`src/rtl/tlp_xcvr_pkg.sv`:
```
// Shared types and TLP header packing for the tlp-xcvr transmit/receive pair.
// Header helpers build 3-DW CplD and MemWr32 headers from their fields.
package tlp_xcvr_pkg;

  typedef enum logic [1:0] {
    ACT_NOP   = 2'd0,
    ACT_READ  = 2'd1,
    ACT_WRITE = 2'd2
  } ActType;

  typedef logic [4:0]  ExtChan;
  typedef logic [15:0] BusID;
  typedef logic [7:0]  Tag;

  typedef struct packed {
    ActType      typ;
    BusID        reqID;
    Tag          tag;
    ExtChan      chan;
    logic [6:0]  lowAddr;
    logic [31:0] data;
  } Action;

  localparam logic [2:0]  FMT_3DW_DATA = 3'b010;
  localparam logic [4:0]  TYPE_CPL     = 5'b01010;
  localparam logic [4:0]  TYPE_MWR     = 5'b00000;
  localparam logic [31:0] TIMEOUT_DATA = 32'hDEADBEEF;

  typedef struct packed {
    logic [2:0] fmt;
    logic [4:0] typ;
    logic       r0;
    logic [2:0] tc;
    logic [3:0] r1;
    logic       td;
    logic       ep;
    logic [1:0] attr;
    logic [1:0] at;
    logic [9:0] length;
  } CplHdr0;

  typedef struct packed {
    BusID        cplID;
    logic [2:0]  status;
    logic        bcm;
    logic [11:0] byteCount;
  } CplHdr1;

  typedef CplHdr0 Write0;

  typedef struct packed {
    BusID       reqID;
    Tag         tag;
    logic [3:0] lastBE;
    logic [3:0] firstBE;
  } Write1;

  typedef struct packed {
    logic [31:0] dw2;
    logic [31:0] dw1;
    logic [31:0] dw0;
  } TlpHdr;

  function automatic TlpHdr genCplHdr(
    input BusID       cpl_id,
    input BusID       req_id,
    input Tag         tag,
    input logic [6:0] low_addr
  );
    CplHdr0 h0;
    CplHdr1 h1;
    TlpHdr  h;
    h0        = '0;
    h0.fmt    = FMT_3DW_DATA;
    h0.typ    = TYPE_CPL;
    h0.length = 10'd1;
    h1           = '0;
    h1.cplID     = cpl_id;
    h1.byteCount = 12'd4;
    h.dw0 = h0;
    h.dw1 = h1;
    h.dw2 = {req_id, tag, 1'b0, low_addr};
    return h;
  endfunction

  function automatic TlpHdr genMsiHdr(
    input BusID        req_id,
    input logic [31:2] addr
  );
    Write0 h0;
    Write1 h1;
    TlpHdr h;
    h0        = '0;
    h0.fmt    = FMT_3DW_DATA;
    h0.typ    = TYPE_MWR;
    h0.length = 10'd1;
    h1         = '0;
    h1.reqID   = req_id;
    h1.firstBE = 4'hF;
    h.dw0 = h0;
    h.dw1 = h1;
    h.dw2 = {addr, 2'b00};
    return h;
  endfunction

endpackage

```
`src/rtl/tlp_send.sv`:
```
// Transmit half of tlp-xcvr: pops actions, drives register access, emits CplD TLPs.
// Define TLP_SEND_MSI_EN to add MSI MemWr32 generation from msiReq_in edges.
module tlp_send
  import tlp_xcvr_pkg::*;
#(
  parameter int RD_TIMEOUT = 255
) (
  input  logic        pcieClk_in,
  input  logic        pcieRst_in,
  input  logic [12:0] cfgBusDev_in,
  input  Action       actData_in,
  input  logic        actValid_in,
  output logic        actReady_out,
  output ExtChan      cpuChan_out,
  output logic [31:0] cpuWrData_out,
  output logic        cpuWrValid_out,
  output logic        cpuRdReq_out,
  input  logic [31:0] cpuRdData_in,
  input  logic        cpuRdValid_in,
  output logic [63:0] txData_out,
  output logic        txValid_out,
  input  logic        txReady_in,
  output logic        txSOP_out,
  output logic        txEOP_out
`ifdef TLP_SEND_MSI_EN
  ,
  input  logic        msiReq_in,
  input  logic [31:0] msiAddr_in,
  input  logic [15:0] msiData_in
`endif
);

  localparam int TW = $clog2(RD_TIMEOUT + 1);

  typedef enum logic [3:0] {
    S_IDLE,
    S_REG_WR,
    S_RD_REQ,
    S_RD_WAIT,
    S_CPL0,
    S_CPL1,
    S_CPL2
`ifdef TLP_SEND_MSI_EN
    ,
    S_MSI0,
    S_MSI1,
    S_MSI2
`endif
  } state_t;

  state_t      state, state_d;
  logic [TW-1:0] timer, timer_d;
  BusID        req_id, req_id_d;
  Tag          tag, tag_d;
  ExtChan      chan, chan_d;
  logic [6:0]  low_addr, low_addr_d;
  logic [31:0] data, data_d;
  BusID        cpl_id;
  TlpHdr       cpl_hdr;

  assign cpl_id  = {cfgBusDev_in, 3'b000};
  assign cpl_hdr = genCplHdr(cpl_id, req_id, tag, low_addr);

  assign cpuChan_out   = chan;
  assign cpuWrData_out = data;

`ifdef TLP_SEND_MSI_EN
  logic        msi_req_q;
  logic        msi_pend;
  logic        msi_clr;
  logic [31:2] msi_addr, msi_addr_d;
  TlpHdr       msi_hdr;

  assign msi_hdr = genMsiHdr(cpl_id, msi_addr);

  // Edges arriving while a request is pending collapse into it.
  always_ff @(posedge pcieClk_in) begin
    if (pcieRst_in) begin
      msi_req_q <= 1'b0;
      msi_pend  <= 1'b0;
      msi_addr  <= '0;
    end else begin
      msi_req_q <= msiReq_in;
      msi_pend  <= (msi_pend & ~msi_clr) | (msiReq_in & ~msi_req_q);
      msi_addr  <= msi_addr_d;
    end
  end
`endif

  always_ff @(posedge pcieClk_in) begin
    if (pcieRst_in) begin
      state    <= S_IDLE;
      timer    <= '0;
      req_id   <= '0;
      tag      <= '0;
      chan     <= '0;
      low_addr <= '0;
      data     <= '0;
    end else begin
      state    <= state_d;
      timer    <= timer_d;
      req_id   <= req_id_d;
      tag      <= tag_d;
      chan     <= chan_d;
      low_addr <= low_addr_d;
      data     <= data_d;
    end
  end

  always_comb begin
    state_d        = state;
    timer_d        = timer;
    req_id_d       = req_id;
    tag_d          = tag;
    chan_d         = chan;
    low_addr_d     = low_addr;
    data_d         = data;
    actReady_out   = 1'b0;
    cpuWrValid_out = 1'b0;
    cpuRdReq_out   = 1'b0;
    txValid_out    = 1'b0;
    txSOP_out      = 1'b0;
    txEOP_out      = 1'b0;
    txData_out     = '0;
`ifdef TLP_SEND_MSI_EN
    msi_clr    = 1'b0;
    msi_addr_d = msi_addr;
`endif
    unique case (state)
      S_IDLE: begin
        if (actValid_in) begin
          actReady_out = 1'b1;
          req_id_d     = actData_in.reqID;
          tag_d        = actData_in.tag;
          chan_d       = actData_in.chan;
          low_addr_d   = actData_in.lowAddr;
          data_d       = actData_in.data;
          if (actData_in.typ == ACT_WRITE) begin
            state_d = S_REG_WR;
          end else if (actData_in.typ == ACT_READ) begin
            state_d = S_RD_REQ;
          end
        end
`ifdef TLP_SEND_MSI_EN
        else if (msi_pend) begin
          msi_addr_d = msiAddr_in[31:2];
          data_d     = {16'h0, msiData_in};
          state_d    = S_MSI0;
        end
`endif
      end
      S_REG_WR: begin
        cpuWrValid_out = 1'b1;
        state_d        = S_IDLE;
      end
      S_RD_REQ: begin
        cpuRdReq_out = 1'b1;
        timer_d      = '0;
        state_d      = S_RD_WAIT;
      end
      S_RD_WAIT: begin
        if (cpuRdValid_in) begin
          data_d  = cpuRdData_in;
          state_d = S_CPL0;
        end else if (timer == TW'(RD_TIMEOUT)) begin
          data_d  = TIMEOUT_DATA;
          state_d = S_CPL0;
        end else begin
          timer_d = timer + 1'b1;
        end
      end
      S_CPL0: begin
        txValid_out = 1'b1;
        txSOP_out   = 1'b1;
        txData_out  = {cpl_hdr.dw1, cpl_hdr.dw0};
        if (txReady_in) state_d = S_CPL1;
      end
      // Odd-DW address: payload packs beside DW2 in the same QW.
      S_CPL1: begin
        txValid_out = 1'b1;
        if (low_addr[2]) begin
          txEOP_out  = 1'b1;
          txData_out = {data, cpl_hdr.dw2};
          if (txReady_in) state_d = S_IDLE;
        end else begin
          txData_out = {32'h0, cpl_hdr.dw2};
          if (txReady_in) state_d = S_CPL2;
        end
      end
      S_CPL2: begin
        txValid_out = 1'b1;
        txEOP_out   = 1'b1;
        txData_out  = {32'h0, data};
        if (txReady_in) state_d = S_IDLE;
      end
`ifdef TLP_SEND_MSI_EN
      S_MSI0: begin
        txValid_out = 1'b1;
        txSOP_out   = 1'b1;
        txData_out  = {msi_hdr.dw1, msi_hdr.dw0};
        if (txReady_in) state_d = S_MSI1;
      end
      S_MSI1: begin
        txValid_out = 1'b1;
        if (msi_addr[2]) begin
          txEOP_out  = 1'b1;
          txData_out = {data, msi_hdr.dw2};
          if (txReady_in) begin
            msi_clr = 1'b1;
            state_d = S_IDLE;
          end
        end else begin
          txData_out = {32'h0, msi_hdr.dw2};
          if (txReady_in) state_d = S_MSI2;
        end
      end
      S_MSI2: begin
        txValid_out = 1'b1;
        txEOP_out   = 1'b1;
        txData_out  = {32'h0, data};
        if (txReady_in) begin
          msi_clr = 1'b1;
          state_d = S_IDLE;
        end
      end
`endif
      default: state_d = S_IDLE;
    endcase
  end

endmodule

```
`config.mk`:
```
export PLATFORM = sky130hd
export DESIGN_NAME = tlp_send
export DESIGN_NICKNAME = d
export VERILOG_FILES = /design/src/rtl/tlp_xcvr_pkg.sv /design/src/rtl/tlp_send.sv
export SDC_FILE = /design/constraint.sdc
export NUM_CORES = 1
export LEC_CHECK = 0
export CORE_MARGIN = 1.5
export CORE_UTILIZATION = 25
export CTS_CLUSTER_DIAMETER = 150
export DETAILED_ROUTE_END_ITERATION = 10
export SYNTH_ARGS = -nofsm -noshare
export SYNTH_HDL_FRONTEND = slang
export SYNTH_SLANG_ARGS = --single-unit
```
`constraint.sdc`:
```
create_clock -name pcieClk_in -period 2.2 [get_ports pcieClk_in]
set_clock_uncertainty 0.05 [all_clocks]
set_input_delay 0.22 -clock pcieClk_in [delete_from_list [all_inputs] [get_ports pcieClk_in]]
set_output_delay 0.22 -clock pcieClk_in [all_outputs]
set_load 0.05 [all_outputs]
```
Word level (Yosys, flattened, before mapping). Index checks and enable logic that the tools add are counted.

Output and inout port bits: 107. Bits in read-only memories: 0. Bits in registers: 80. Bits in latches: 0. Bits in writable memories: 0. Memories kept: 0.

Equal/unequal tests: 16. Shifts and indexed selects: 0. Multiply operators: 0. Bitwise operators: 0. Div/mod/pow operators: 0. Magnitude comparators: 0. Add/subtract/negate cells: 1. Reduce and logical (&&, ||, !) cells: 8. Muxes and demuxes: 27.

Operators with widths (count): 64-bit one-hot mux with 3 select lines (1); 32-bit 2-to-1 mux (3); 64-bit 2-to-1 mux (1); 32-bit one-hot mux with 2 select lines (1); 4-bit 2-to-1 mux (9); 4-bit one-hot mux with 6 select lines (1); 8-bit 2-to-1 mux (2); 8-bit one-hot mux with 2 select lines (1); 4-bit by 3-bit == test with 1-bit output (second input constant) (3); 3-bit inequality test (second input constant) (3); 8-bit by 1-bit adder with 8-bit output (second input constant) (1); 4-bit by 2-bit == test with 1-bit output (second input constant) (2); 8-bit == test (second input constant) (1); 2-bit inequality test (second input constant) (4); 1-bit 2-to-1 mux (7); 3-bit AND reduction (2); 5-bit AND reduction (1); 4-bit by 1-bit == test with 1-bit output (second input constant) (1); 4-bit logical NOT (1); 2-bit nonzero test (2); 3-bit OR reduction (1); 2-bit by 1-bit == test with 1-bit output (second input constant) (1); 2-bit == test (second input constant) (1); 1-bit one-hot mux with 2 select lines (1); 2-bit AND reduction (1).

Logic depth before layout (Yosys ltp). Gate-level depths: netlist of the first run.

Depth in word-level cells: 5. Mapped depth: 7. Gate-level depth less buffers: 6.

Worst setup path before layout of the first run. No wires, ideal clock.

Kind: reg-to-reg. From: reg state[2]. To: reg timer[5]. Stages on the path, launching flop included: 6. Path buffers: 1. Arrival: 2732 ps. Path slack: -702 ps. Cell sequence: dfxtp_1 -> buf_6 -> nor4b_1 -> or2_2 -> or4_1 -> nand2_1.

Cells in the longest elaborated chain, start to end: 3. Elaborated cells on any way between the ends: 7.

Ends and longest elaborated chain: from (decl) (line tlp_send.sv:51) `state_t state, state_d;`; from (signal assigned) (line tlp_send.sv:100) `state <= state_d;`; 4-bit by 2-bit == test with 1-bit output (line tlp_send.sv:129) `unique case (state)`; 2-bit inequality test (no source line) or 2-bit nonzero test (tied branches); 3-bit AND reduction (no source line); to (signal assigned) (line tlp_send.sv:101) `timer <= timer_d;`; to (decl) (line tlp_send.sv:52) `logic [TW-1:0] timer, timer_d;`.

Parallel ways exist; a longest one is shown, timed or not. A chain may end at the register's enable or synchronous reset.

Worst setup path after layout of the first run.
From: reg state[3]. To: out txEOP_out.

Cells in the longest elaborated chain, start to end: 2. Elaborated cells on any way between the ends: 3.

Ends and longest elaborated chain: 4-bit by 3-bit == test with 1-bit output (line tlp_send.sv:129); 1-bit one-hot mux with 2 select lines * (line tlp_send.sv:129); to (decl) (line tlp_send.sv:24) `output logic txEOP_out`.

Every way passes the cells marked *; elsewhere a longest branch is shown, timed or not.

==> reports/results.tsv, run 1 <==
stage	metric	value	unit
power	p_leak	0.00300	uW
floorplanning	die_area	18400	um2
min_path	worstHoldStart	pcieRst_in	
critical_path	r2r-end	cpuWrData_out[8]	
min_path	hold_path_depth	2	
placement	dpl.hpwl	13.6	mm
sta	fmax	472	MHz
global_route	grt_first_pass_wirelength	27.6	mm
min_path	min_path_type	input pin to register	
layout	finish.utilization	0.466	
yosys	synth_ff_type	dfxtp_1	
yosys	synth-seq-cells	80	
placement	postPlaceCellArea	7720	um2
global_route	grt_max_degree	39	
yosys	synth.yosys.seq_area_share	0.365	
layout	nNetsFinal	890	
critical_path	worstPathRequired	1930	ps
floorplanning	start_util	0.255	
critical_path	path_class	register to primary output	
floorplanning	core	17200	um2
critical_path	rrSetupSlack	140	ps
critical_path	path_max_fanout	14	
critical_path	crit_end	txEOP_out	
global_route	grt_pass1_vias	4729	
drt	wl_per_cell	18.5	um
critical_path	rr_worst_depth	5	
drt	vias_per_cell	4.97	
critical_path	r2r-start	timer[0]	
layout	fin_area	8030	um2
global_route	antenna_found_initial	2	
drt	vias	4963	
placement	gp_congestion	0.850	
clock_network	cts-buffers-inserted	9	
yosys	synthDistinctLibCells	52	
power	p_total	4040	uW
yosys	syn_area	4390	um2
sta	rsz0062_at_grt	yes	
sta	hold_viol	0	
clock_network	post_cts_buffers	0	
clock_network	clk_latency	350	ps
floorplanning	die_y	136	um
clock_network	path_clk_slew	60	ps
drt	drt-pass1-iter-count	4	
status	status	completed	
yosys	syn_inst	550	
clock_network	cts_tree	built	
drt	drt-initial-drc-count	208	
clock_network	clk_path_buf_depth	2	
clock_network	ctsHoldBuffers	0	
layout	syn_to_final_growth	82.8	%
clock_network	cts_root_buffer	clkbuf_16	
sta	hold_ws	93.6	ps
critical_path	startpoint	state[3]	
yosys	async_flop_share	0	
sta	slew_headroom	0.594	
drt	wl	18.5	mm
global_route	overflow	0	
yosys	syn_nets	672	
global_route	track_usage	0.200	
critical_path	arrival	1850	ps
yosys	synthTopCellsByCount	80 x dfxtp_1, 80 x nand2_1, 74 x a21oi_1, 39 x a22o_1, 38 x nand3_1	
power	ir_drop	0.445	mV
sta	post-route-min-period	2120	ps
yosys	yosysTopAreaCellShare	0.365	
sta	slew_violations	0	
floorplanning	ios	227	
critical_path	crit_path_end_kind	primary output	
yosys	synth_area_leader_cell	dfxtp_1	
drt	postRouteAntennaNets	0	
floorplanning	core.rowCount	48	
floorplanning	die_x	136	um
yosys	synthTopCellsByArea	dfxtp_1 36%, a21oi_1 8.4%, a22o_1 7.8%	
yosys	yosysWarnings	0	
run	max-cap-violations	0	
placement	portBuffers	226	
critical_path	cp-start-kind	register	
drt	drc_errors	0	
layout	drive_gt1_frac	0.219	
sta	fin_crit_sh	0.963	
clock_network	cts_max_level	3	
yosys	synth_edf_count	0	
sta	worstMarginPinSlew	607	ps
yosys	postSynthAreaPerCell	7.98	um2
clock_network	clock_sinks	80	
sta	setup_violations	0	
power	p_per_area	503	nW/um2
## sequential cells by signal, summed over array words and instances, names as in the netlist
| signal | cells |
|---|---|
| cpuChan_out | 5 |
| tag | 8 |
| cpuWrData_out | 32 |
| state | 4 |
| timer | 8 |
| req_id | 16 |
| low_addr | 7 |
## area by class of cell
cell class	count	area (um2)
multi-input cells	413	2590
inverters	5	18.8
fillers	1656	9210
repair buffers	259	3230
diodes	1	2.50
well taps	225	282
clock inverters	3	40.0
clock buffers	13	260
flip-flops and latches	80	1610
## timing repair
action                                 CTS  global route
setup endpoints to repair               45            65
resized for setup                        2             1
endpoints found under the hold margin    0             0
## power breakdown
part / leakage [uW] / switching [uW] / internal, uW
Clock: 0.000150 / 607 / 939
Sequential: 0.000654 / 91.6 / 1530
Combinational: 0.00220 / 453 / 415
## cells by family (layout without fill, tap and decap cells)
group	after synthesis	after routing	share of synthesized area
buffers and inverters	57	280	0.0559
XOR/XNOR	1	1	0.00200
multiplexers	25	25	0.0641
other	1	2	0.000854
AND/OR/NAND/NOR	205	205	0.238
adder cells (fa/ha/maj)	2	2	0.00570
flip-flops	80	80	0.365
AO/OA/AOI/OAI	179	179	0.268
## worst min-delay path by stage
stage / slack, ps / endpoint
detailed placement: 400 / cpuChan_out[0]
global route: 90 / timer[0]
floorplan: 310 / low_addr[0]
global placement: 390 / cpuChan_out[3]
finish: 90 / timer[0]
CTS: 80 / timer[0]
## per-layer routing
| layer | global-route usage | part of all wire |
|---|---|---|
| met4 | 0.0508 | 0.016 |
| met3 | 0.0733 | 0.099 |
| met1 | 0.254 | 0.42 |
| met2 | 0.321 | 0.47 |
| met5 | 0 | 0 |
## worst max-delay path, cell delays in order, from the launching register on
cell      delay [ps]
dfxtp_1          410
and4bb_2         270
and2_1           200
buf_12           170
or2_2            300
buf_12           150
## placed cells by master, fill, tap and decap left out, drive strengths merged, types with 3 or more instances in the layout
master	Yosys	routed
and2	3	3
clkdlybuf4s50	0	155
or4	3	3
a311oi	8	8
and3	18	18
o21ai	29	29
nand3	38	38
mux2	25	25
clkbuf	35	13
nor2	6	6
nand4	4	4
a221o	4	4
o31ai	3	3
a22o	39	39
a31oi	3	3
nand2	80	80
nand2b	36	36
or2	4	4
a21o	3	3
dfxtp	80	80
buf	17	104
a21oi	74	74
inv	5	5
## per-stage QoR
step                std cells  TNS (ps)  worst slack, ps
floorplan                 550         0             41.5
global placement          982         0              238
detailed placement        982         0              219
CTS                       998         0             16.1
global route              999     -20.3            -20.3
finish                    999         0             81.5
(Power assumes the default switching activity.)
==> run 2: changes to the inputs <==
Settings changed: CORE_MARGIN 1.5 to 2.
==> run 2 against run 1 <==
Clock power increased by 5%. Sequential share of layout area about the same. Wire length rose by 0.24%. Setup slack got worse by 12 ps. Sequential power hardly changed. Sequential cell count unchanged. Total power increased by 2.0%.
==> reports/results.tsv, run 2 (synthesis gave the netlist of run 1 again) <==
stage	metric	value	unit
status	status	completed	
placement	postPlaceCellArea	7720	um2
drt	wl_per_cell	18.5	um
floorplanning	die_x	137	um
sta	slew_headroom	0.628	
critical_path	crit_slowest_cell	dfxtp_2	
critical_path	arrival	1860	ps
critical_path	crit_chain	and4bb_2 > and2_1 > buf_4 > or2_2 > buf_12	
sta	hold_viol	0	
power	p_sw	1140	uW
sta	fin_crit_sh	0.968	
critical_path	cp-start-kind	register	
clock_network	path_clk_slew	60	ps
clock_network	cts_root_buffer	clkbuf_16	
global_route	grt_max_degree	37	
layout	syn_to_final_growth	83.1	%
sta	fin_tns_setup	0	ps
power	pwr-share-seq	0.393	
sta	worstMarginPinSlew	557	ps
critical_path	max_stage_delay	390	ps
critical_path	worstPathRequired	1930	ps
sta	rsz0062_at_grt	no	
critical_path	crit_path_end_kind	primary output	
floorplanning	ios	227	
power	ir_drop	0.396	mV
layout	drive_gt1_frac	0.216	
drt	wl	18.5	mm
critical_path	path_class	register to primary output	
clock_network	ctsHoldBuffers	0	
layout	fillers	1660	
placement	dpl.hpwl	13.6	mm
placement	portBuffers	226	
global_route	grt_first_pass_wirelength	28.3	mm
placement	gp_congestion	0.855	
layout	nNetsFinal	890	
clock_network	cts_tree	built	
clock_network	cts-buffers-inserted	9	
min_path	min_path_type	input pin to register	
sta	post-route-min-period	2130	ps
layout	largest_register_ffs	32	
critical_path	worst-path-buf-inv	2	
drt	drc_errors	0	
sta	fin_ws	69.9	ps
clock_network	clk_latency	340	ps
floorplanning	die_y	137	um
power	intPower	2980	uW
power	clkPwrFrac	0.393	
sta	slew_violations	0	
floorplanning	core	17200	um2
drt	vias	4989	
critical_path	path_max_fanout	14	
run	max-cap-violations	0	
placement	pre_cts_ws	305	ps
drt	postRouteAntennaNets	0	
floorplanning	die_area	18600	um2
power	p_per_area	512	nW/um2
floorplanning	core.rowCount	48	
layout	finish.utilization	0.466	
drt	vias_per_cell	5.00	
sta	setup_violations	0	
global_route	grt_pass1_vias	4983	
layout	final_cell_mix	155 x clkdlybuf4s50_1, 80 x nand2_1, 77 x dfxtp_1	
clock_network	clk_path_buf_depth	2	
floorplanning	start_util	0.255	
power	switching_share	0.277	
drt	drt-pass1-iter-count	5	
layout	fin_area	8040	um2
power	combPwrFrac	0.214	
critical_path	path_delay_family	simple AND/OR/NAND/NOR gates	
layout	antenna_cells	0	
global_route	overflow	0	
power	p_leak	0.00301	uW
clock_network	post_cts_buffers	0	
sta	fmax	469	MHz
clock_network	clock_sinks	80	
drt	drt-initial-drc-count	243	
layout	mostFrequentLayoutCell	clkdlybuf4s50_1	
global_route	antenna_found_initial	1	
global_route	track_usage	0.199	
clock_network	cts_max_level	3	
## run 2: area by class of cell
class                      instances  area [um2]  share of cell area
clock buffer                      13         250              0.0311
clock inverter                     3        65.1             0.00809
inverter                           5        18.8             0.00233
multi-input combinational        413        2580               0.321
sequential                        80        1610               0.200
tap                              225         282              0.0350
timing repair buffer             259        3230               0.402
## run 2: what timing repair did
action | 4_1_cts | 5_1_grt
endpoints found under the setup margin | 5 | 1
hold endpoints to repair | 0 | 0
gates resized for setup | 3 | 1
## run 2: worst register-to-register path: stages, from the launching register on
cell and delay [ps]:
dfxtp_1 390, ha_1 240, nand3_1 190, o211ai_4 440, buf_4 290, nand3_1 100, a21oi_1 150
## run 2: power groups by stage
stage | registers (uW) | clock network (uW) | logic (uW)
6_report | 1620 | 1620 | 881
5_1_grt | 1630 | 1750 | 946
4_1_cts | 1620 | 1680 | 889
3_5_place_dp | 1650 | 0 | 884
3_3_place_gp | 1650 | 0 | 881
2_1_floorplan | 1780 | 0 | 280
## run 2: layer usage
layer  vias to the layer above  GRT usage  part of all wire
li1                       2430          -                 -
met1                      2347      0.247              0.41
met2                       200      0.325              0.48
met3                        12     0.0804             0.094
met4                         0     0.0411             0.012
met5                         -          0                 0
## run 2: final timing paths
kind | depth (start not counted) | end | startpoint | slack [ps]
worst max register to register | 6 | cpuWrData_out[31] | timer[1] | 280
worst min register to register | 2 | cpuChan_out[3] | cpuChan_out[3] | 400
worst min-delay path | 2 | cpuWrData_out[2] | pcieRst_in | 250
worst max-delay path | 5 | txEOP_out | state[1] | 70
## run 2: metrics by stage
stage	hold WS, ps	instances	total power [uW]
after CTS	239	998	4190
after global placement	392	982	2530
after detailed placement	397	982	2540
after floorplan	306	550	2060
final	248	998	4120
after global routing	259	998	4320
==> run 3: changes to the inputs <==
Settings changed: SKIP_LAST_GASP from default to 1.
Clock period 2.2 ns to 1.8 ns, I/O delays scaled along.
==> run 3 against run 2 <==
Critical path depth grew 2. The flow now finishes with violations (setup timing). Highest routed layer unchanged. Largest cell class unchanged. Total power grew 24%. Final area grew 15%.
==> reports/results.tsv, run 3 (synthesis gave the netlist of run 1 again) <==
stage	metric	value	unit
placement	gp_congestion	0.821	
status	violations	setup timing	
layout	seq_area	1620	um2
critical_path	cpMostUsedCell	buf_12	
drt	drt-initial-drc-count	311	
clock_network	cts_tree	built	
global_route	overflow	0	
sta	fin_ws	-208	ps
critical_path	cp-start-kind	register	
clock_network	clk_path_buf_depth	2	
sta	fmax	498	MHz
critical_path	max_stage_delay	360	ps
sta	setup_violations	78	
global_route	antenna_found_initial	0	
power	switching_share	0.284	
sta	fin_crit_sh	1.12	
critical_path	crit_chain	buf_6 > or2_4 > nor2_4 > buf_12 > buf_12 > a22o_1 > buf_12	
clock_network	clock_sinks	80	
clock_network	clk_latency	340	ps
layout	drive_gt1_frac	0.391	
layout	largest_register_ffs	32	
placement	pre_cts_ws	-97.0	ps
critical_path	startpoint	state[1]	
critical_path	crit_end	txData_out[54]	
min_path	min_path_type	input pin to register	
placement	portBuffers	226	
power	p_leak	0.00359	uW
sta	rsz0062_at_grt	yes	
critical_path	path_max_fanout	5	
drt	drc_errors	0	
critical_path	crit_slowest_cell	dfxtp_4	
floorplanning	die_y	137	um
drt	wl	21.0	mm
power	pwr-share-seq	0.394	
power	p_total	5120	uW
critical_path	rr_worst_depth	6	
power	p_sw	1460	uW
global_route	grt_max_degree	40	
floorplanning	core	17200	um2
placement	dpl.hpwl	14.6	mm
clock_network	cts_max_level	3	
sta	hold_viol	0	
drt	vias_per_cell	5.18	
drt	vias	5375	
power	ir_drop	0.432	mV
layout	finish.utilization	0.535	
layout	mostFrequentLayoutCell	clkdlybuf4s50_1	
sta	slew_headroom	0.636	
critical_path	r2r-start	state[3]	
layout	multi_input_area	3120	um2
critical_path	rrSetupSlack	-180	ps
layout	nNetsFinal	930	
floorplanning	die_area	18600	um2
layout	fillers	1454	
layout	syn_to_final_growth	110	%
layout	final_cell_mix	123 x clkdlybuf4s50_1, 83 x buf_12, 80 x nand2_1	
floorplanning	core.rowCount	48	
clock_network	cts_root_buffer	clkbuf_16	
run	max-cap-violations	0	
sta	worstMarginPinSlew	541	ps
power	p_per_area	555	nW/um2
critical_path	arrival	1780	ps
floorplanning	start_util	0.255	
global_route	grt_first_pass_wirelength	30.1	mm
critical_path	crit_path_end_kind	primary output	
global_route	track_usage	0.212	
critical_path	r2r-end	timer[5]	
drt	wl_per_cell	20.2	um
global_route	grt_pass1_vias	5286	
power	intPower	3660	uW
drt	postRouteAntennaNets	0	
power	clkPwrFrac	0.384	
clock_network	ctsHoldBuffers	0	
sta	hold_ws	144	ps
clock_network	cts-buffers-inserted	9	
clock_network	path_clk_slew	60	ps
floorplanning	die_x	137	um
placement	postPlaceCellArea	7960	um2
sta	slew_violations	0	
critical_path	worstPathRequired	1570	ps
layout	fin_area	9220	um2
sta	post-route-min-period	2010	ps
power	combPwrFrac	0.222	
floorplanning	ios	227	
drt	drt-pass1-iter-count	5	
critical_path	path_class	register to primary output	
status	status	finished, violations left	
layout	antenna_cells	0	
run 3: cell count changes in the layout (fill, tap and decap cells not counted), sizes merged:
cell           change
buf               +62
clkbuf             +6
clkdlybuf4s50     -32
dlygate4sd2        +2
dlymetal6s2s       +2
run 3: layout make-up:
class                           count  share of cell area
Timing Repair Buffer              299               0.419
Multi-Input combinational cell    413               0.338
Sequential cell                    80               0.176
Tap cell                          225              0.0305
Clock buffer                       13              0.0271
Clock inverter                      3             0.00705
Inverter                            5             0.00203
run 3: timing repair:
action,CTS,global route
pin swaps,13,16
resized for setup,56,59
gates cloned,6,7
buffers inserted,14,7
endpoints found under the setup margin,84,135
run 3: power by group through the flow:
stage | combinational (uW) | sequential, uW | clock [uW]
floorplan | 347 | 2180 | 0
global placement | 1040 | 2050 | 0
detailed placement | 1060 | 2050 | 0
CTS | 1090 | 2010 | 2010
global route | 1210 | 2030 | 2080
finish | 1140 | 2020 | 1970
run 3: worst max-delay path, delay by kind of cell, from the launching register on:
kind                   cells  cell delay [ps]
buffers and inverters      4              510
flip-flops                 1              360
AND/OR/NAND/NOR            2              390
AO/OA/AOI/OAI              1              170
run 3: how the worst min path moves through the flow:
| stage | depth (start not counted) | from | to | slack (ps) |
|---|---|---|---|---|
| 6_report | 3 | pcieRst_in | state[2] | 140 |
| 5_1_grt | 3 | pcieRst_in | state[2] | 150 |
| 4_1_cts | 3 | pcieRst_in | state[2] | 100 |
| 3_5_place_dp | 2 | req_id[14] | req_id[14] | 400 |
| 3_3_place_gp | 2 | req_id[9] | req_id[9] | 390 |
| 2_1_floorplan | 2 | actData_in[32] | low_addr[0] | 270 |
run 3: stage by stage:
step                instances  TNS (ps)
finish                   1038     -9170
global route             1038    -13450
detailed placement        988     -2040
global placement          988      -526
CTS                      1024     -8420
floorplan                 550      -470
run 3: layer usage:
metal | GRT usage | wire [um] | up-vias
li1 | - | - | 2525
met1 | 0.271 | 8780 | 2559
met2 | 0.363 | 10300 | 260
met3 | 0.0322 | 1340 | 31
met4 | 0.0758 | 555 | 0
met5 | 0 | 0 | -
